<file path="config.mk">
export PLATFORM = sky130hd
export DESIGN_NAME = fw_msg_collector
export DESIGN_NICKNAME = d
export VERILOG_FILES = /design/src/rtl/fw_msg_collector.sv
export SDC_FILE = /design/constraint.sdc
export NUM_CORES = 1
export LEC_CHECK = 0
export ABC_CLOCK_PERIOD_IN_PS = 4200
export BUFFER_PORTS_ARGS = -buffer_cell sky130_fd_sc_hd__buf_2
export CORE_MARGIN = 5
export CORE_UTILIZATION = 50
export DETAILED_ROUTE_END_ITERATION = 12
export GPL_ROUTABILITY_DRIVEN = 0
export PLACE_DENSITY_LB_ADDON = 0.05
export SETUP_SLACK_MARGIN = 0.02
export SLEW_MARGIN = 20
export SYNTH_ARGS = -nofsm -noshare
export SYNTH_HDL_FRONTEND = slang
export SYNTH_SLANG_ARGS = --single-unit
</file>
<file path="constraint.sdc">
create_clock -name wb_clk_i -period 4.2 [get_ports wb_clk_i]
set_clock_uncertainty 0.1 [all_clocks]
set_input_delay 1.05 -clock wb_clk_i [delete_from_list [all_inputs] [get_ports wb_clk_i]]
set_output_delay 1.05 -clock wb_clk_i [all_outputs]
set_load 0.005 [all_outputs]
</file>
<file path="src/rtl/fw_msg_collector.sv">
// fw_msg_collector: collects NUL-terminated firmware strings and delivers them as messages on a valid/ready port.
// Define FW_MSG_TIMESTAMP_EN to stamp each message with a free-running cycle count.
module fw_msg_collector #(
  parameter int MAX_CHARS = 32,
  parameter int IDX_W     = 6,
  parameter int KINDS     = 4,
  parameter int DATA_W    = 32
) (
  input  logic                   wb_clk_i,
  input  logic                   wb_rst_n_i,
  input  logic                   write_mem,
  input  logic [IDX_W-1:0]       index,
  input  logic [7:0]             data,
  input  logic [KINDS-1:0]       evt_i,
  input  logic [DATA_W-1:0]      expected_i,
  input  logic [DATA_W-1:0]      measured_i,
  output logic                   msg_valid_o,
  input  logic                   msg_ready_i,
  output logic [8*MAX_CHARS-1:0] msg_text_o,
  output logic [IDX_W-1:0]       msg_len_o,
  output logic [KINDS-1:0]       msg_kind_o,
  output logic [DATA_W-1:0]      msg_expected_o,
  output logic [DATA_W-1:0]      msg_measured_o,
  output logic [31:0]            msg_time_o,
  output logic                   busy_o,
  output logic                   overflow_o,
  output logic [7:0]             dropped_cnt_o
);
  localparam int AW = (MAX_CHARS > 1) ? $clog2(MAX_CHARS) : 1;
  typedef enum logic [1:0] {IDLE, SCAN, HOLD} state_t;
  state_t           state;
  logic [7:0]       mem [MAX_CHARS];
  logic [KINDS-1:0] evt_q, pending, rise, sel;
  logic [IDX_W-1:0] ptr;
  logic [7:0]       cur;
  logic             scan_end, wr_ok, wr_next;
  logic [8:0]       drop_sum;
  logic [31:0]      ts;
  assign rise     = evt_i & ~evt_q;
  // lowest pending bit wins; only consumed while idle
  assign sel      = (state == IDLE) ? pending & (~pending + KINDS'(1)) : '0;
  assign cur      = (int'(ptr) < MAX_CHARS) ? mem[ptr[AW-1:0]] : 8'h00;
  assign scan_end = cur == 8'h00;
  assign wr_ok    = write_mem && int'(index) < MAX_CHARS;
  assign wr_next  = wr_ok && int'(index) + 1 < MAX_CHARS;
  assign drop_sum = {1'b0, dropped_cnt_o} + 9'($countones(rise & pending));
  assign busy_o   = state != IDLE;
`ifdef FW_MSG_TIMESTAMP_EN
  logic [31:0] cyc_cnt;
  always_ff @(posedge wb_clk_i or negedge wb_rst_n_i)
    if (!wb_rst_n_i) cyc_cnt <= '0;
    else cyc_cnt <= cyc_cnt + 32'd1;
  assign ts = cyc_cnt;
`else
  assign ts = '0;
`endif
  // firmware write comes last so it overrides a same-cycle scan clear
  always_ff @(posedge wb_clk_i or negedge wb_rst_n_i)
    if (!wb_rst_n_i) begin
      for (int i = 0; i < MAX_CHARS; i++) mem[i] <= '0;
    end else begin
      if (state == SCAN && !scan_end) mem[ptr[AW-1:0]] <= '0;
      if (wr_next) mem[index[AW-1:0] + AW'(1)] <= '0;
      if (wr_ok) mem[index[AW-1:0]] <= data;
    end
  always_ff @(posedge wb_clk_i or negedge wb_rst_n_i)
    if (!wb_rst_n_i) begin
      evt_q         <= '0;
      pending       <= '0;
      dropped_cnt_o <= '0;
      overflow_o    <= 1'b0;
    end else begin
      evt_q         <= evt_i;
      pending       <= (pending & ~sel) | rise;
      dropped_cnt_o <= drop_sum[8] ? 8'hFF : drop_sum[7:0];
      if (write_mem && !wr_ok) overflow_o <= 1'b1;
    end
  always_ff @(posedge wb_clk_i or negedge wb_rst_n_i)
    if (!wb_rst_n_i) begin
      state          <= IDLE;
      ptr            <= '0;
      msg_valid_o    <= 1'b0;
      msg_text_o     <= '0;
      msg_len_o      <= '0;
      msg_kind_o     <= '0;
      msg_expected_o <= '0;
      msg_measured_o <= '0;
      msg_time_o     <= '0;
    end else begin
      case (state)
        IDLE: if (|pending) begin
          msg_kind_o     <= sel;
          msg_expected_o <= expected_i;
          msg_measured_o <= measured_i;
          msg_time_o     <= ts;
          msg_text_o     <= '0;
          ptr            <= '0;
          state          <= SCAN;
        end
        SCAN: if (scan_end) begin
          msg_len_o   <= ptr;
          msg_valid_o <= 1'b1;
          state       <= HOLD;
        end else begin
          msg_text_o <= {msg_text_o[8*MAX_CHARS-9:0], cur};
          ptr        <= ptr + IDX_W'(1);
        end
        HOLD: if (msg_ready_i) begin
          msg_valid_o <= 1'b0;
          state       <= IDLE;
        end
        default: state <= IDLE;
      endcase
    end
endmodule

</file>
==> flow_summary.ini <==
[die]
fp.coreArea_um2 = 54030
die_h_um = 244.1
start_util = 0.5071
die_area_um2 = 59570
die_w_um = 244.1
fp-row-count = 85
io_pins = 459

[setup_path]
path_cells = nand4bb_1 > o22ai_1 > nor4_2 > nand4_1 > or4_4 > buf_12 > a31oi_2 > a22o_1
cp_num_buf_inv = 1
arrival_ns = 4.31
cp.required_ns = 4.61
r2r-start = ptr[4]
critical_path.startpoint = ptr[4]
cpMaxStageDelayCell = dfrtp_1
worstSetupPathType = flip-flop to flip-flop
cp_top_family = simple AND/OR/NAND/NOR gates
crit_path_start_kind = flip-flop
worst-path-max-fanout = 25
endpoint_kind = flip-flop
max_stage_delay_ns = 0.81

[synthesis]
synth_edf_count = 0
syn_area_um2 = 27400
async_reset_ff_frac = 1.000
synth-seq-cells = 612
seq_area_frac_synth = 0.5590
yosys.cell_types.count = 58
syn_inst = 2409
avgSynthCellArea_um2 = 11.37
yosysWarnings = 0
synthFlopType = dfrtp_1

[outcome]
status = completed

[global_route]
grt_usage = 0.2825
grt-ovfl-total = 0
grt_pass1_vias = 21730
antenna_found_initial = 1
grt_pass1_wl_mm = 134.2
grt_max_degree = 141

[clock_tree]
cts_buffer_depth = 3
numCtsBuffers = 67
cts_max_level = 3
worst_setup_hold_path_clk_slew_ns = 0.06
clock-root-buffer = clkbuf_16
clock_sinks = 612
insertion_delay_ns = 0.60
cts_tree = built
post_cts_buffers = 0

[layout]
mostFrequentLayoutCells = dfrtp_1 (609), buf_2 (425), nand2_1 (288), o21ai_1 (252), nand3_1 (178)
nNetsFinal = 2883
area_delta_synth_final_pct = 17.39
seqCellArea_um2 = 15320
fillerInstances = 4574
drive_above_1_share = 0.2835
multi_input_area_um2 = 10790
final_cells = 3525
n_antenna_cell = 0
final_common_cell = dfrtp_1

[timing]
drv_slew = 0
grt_setup_unrepaired = false
finalSetupTns_ns = 0
min_period_ns = 3.897
relSlewSlack = 0.3410
fin_crit_sh = 0.9278
worst_pin_slew_ns = 0.9885
finalSetupViolations = 0
fmax_mhz = 256.6
hold_viol = 0

[route]
antenna_left = 0
wl_met2_mm = 40.91
drc = 0
wl_met1_mm = 36.04
wl_met3_mm = 6.652
wl_per_cell_um = 24.39
vias = 21546
via_per_inst = 6.112
highest_layer = met5
firstDrtPassIters = 5
routed_wl_mm = 85.97
drt-initial-drc-count = 2425

[pwr]
power_frac_comb = 0.355
intPower_uw = 11970
leakage_uw = 0.01450
max-vdd-ir-drop_v = 0.001782
power_frac_seq = 0.362
p_sw_frac = 0.4038
powerDensity_nw_per_um2 = 624.1
pwr-share-clk = 0.283
p_switching_uw = 8106

[run]
maxCapViolCount = 0

[placed_design]
hpwl_mm = 57.68
place.port_buffers = 426
place_inst = 3416

[min_path]
hp-class = flip-flop to flip-flop
min-delay-start = overflow_o
-- metal layers --
layer | track usage | vias up
met3 | 0.06814 | 152
met5 | 0 | -
met2 | 0.4510 | 788
li1 | - | 9557
met1 | 0.3922 | 11047
met4 | 0.07584 | 2
-- metrics by stage --
| step | power, uW | setup WS, ns | utilization | hold WS, ns | cell area, um^2 |
|---|---|---|---|---|---|
| after floorplan | 13180 | 0.9403 | - | 0.3258 | 27510 |
| final | 20070 | 0.3031 | 0.5953 | 0.3512 | 32160 |
| after CTS | 20200 | 0.2116 | 0.5952 | 0.3533 | 32160 |
| after global routing | 21070 | 0.09770 | 0.5953 | 0.3687 | 32160 |
| after detailed placement | 14460 | 0.2541 | 0.5569 | 0.3409 | 30090 |
| after global placement | 14370 | 0.3340 | 0.5569 | 0.3329 | 30090 |
-- registers in the layout (all words and copies together) (netlist names) --
name and count:
msg_measured_o 32, pending 4, evt_q 4, dropped_cnt_o 8
overflow_o 1, msg_len_o 6, msg_valid_o 1, msg_text_o 256
mem 256, msg_expected_o 32, ptr 6, state 2
msg_kind_o 4
-- cells by family after synthesis --
group | count (synthesis) | share of synthesized area
mux | 202 | 0.07700
simple gates | 717 | 0.1401
buf+inv | 244 | 0.05225
other cells | 1 | 0.0001369
compound gates | 621 | 0.1657
fa+ha+maj | 8 | 0.004476
flops | 612 | 0.5590
xor+xnor | 4 | 0.001279
-- path summary, 6_finish.rpt --
| check | depth (start not counted) | end | slack (ns) |
|---|---|---|---|
| max | 8 | mem[39] | 0.30 |
| min | 1 | overflow_o | 0.35 |
| max reg2reg | 8 | mem[39] | 0.30 |
| min reg2reg | 1 | overflow_o | 0.35 |
| max in group asynchronous | 2 | msg_text_o[238] | 2.65 |
| min in group asynchronous | 1 | mem[108] | 0.44 |
-- worst reg2reg max path, stage by stage, from the launching register on --
cell and delay, ns:
dfrtp_1 0.81, nand4bb_1 0.50, o22ai_1 0.27, nor4_2 0.47, nand4_1 0.14, or4_4 0.66, buf_12 0.23, a31oi_2 0.43
a22o_1 0.21
-- cells in the mapped netlist (3+ instances only) --
cell type | n | area, um^2
mux2_2 | 65 | 732.0
a31oi_2 | 5 | 62.56
mux2_1 | 5 | 56.30
o21ai_1 | 253 | 1266
o21ai_0 | 8 | 40.04
a21o_1 | 3 | 22.52
nor3_1 | 7 | 35.03
or3_1 | 4 | 25.02
a22o_1 | 89 | 779.5
clkbuf_1 | 84 | 315.3
nand3_1 | 178 | 890.9
a32o_1 | 160 | 1602
nand4bb_1 | 5 | 56.30
nor2b_1 | 3 | 18.77
buf_2 | 32 | 160.2
nand2_1 | 288 | 1081
nor2_1 | 70 | 262.8
buf_1 | 30 | 112.6
or4b_1 | 4 | 40.04
fa_1 | 3 | 60.06
ha_1 | 5 | 62.56
nor4_1 | 16 | 100.1
buf_6 | 42 | 473.0
mux2i_1 | 132 | 1321
inv_1 | 12 | 45.04
dfrtp_1 | 612 | 15310
a31o_1 | 8 | 70.07
o22ai_1 | 65 | 406.6
nand2b_1 | 10 | 62.56
a21oi_1 | 11 | 55.05
a31oi_4 | 5 | 106.4
nand3b_1 | 4 | 30.03
a32oi_1 | 8 | 70.07
buf_4 | 42 | 315.3
nand4_1 | 6 | 37.54
nand3_2 | 101 | 1011
or2_2 | 5 | 31.28
-- repair_timing --
item / 4_1_cts / 5_1_grt
hold buffers: 0 / 0
setup endpoints to repair: 0 / 34
gates resized for setup: 0 / 2
-- power by group through the flow --
stage	Sequential [uW]	Combinational, uW	Clock (uW)
final	7260	7130	5690
after global routing	7360	7660	6050
after CTS	7260	7140	5800
after detailed placement	7340	7130	0
after global placement	7320	7060	0
after floorplan	7230	5950	0
-- area by class of cell --
type / count / share of cell area
clock buffers: 97 / 0.06069
inverters: 12 / 0.001401
flip-flops and latches: 612 / 0.4764
multi-input cells: 1584 / 0.3355
repair buffers: 512 / 0.09524
clock inverters: 12 / 0.003657
well taps: 696 / 0.02708
Note: power is estimated with default switching activity, not from simulation.
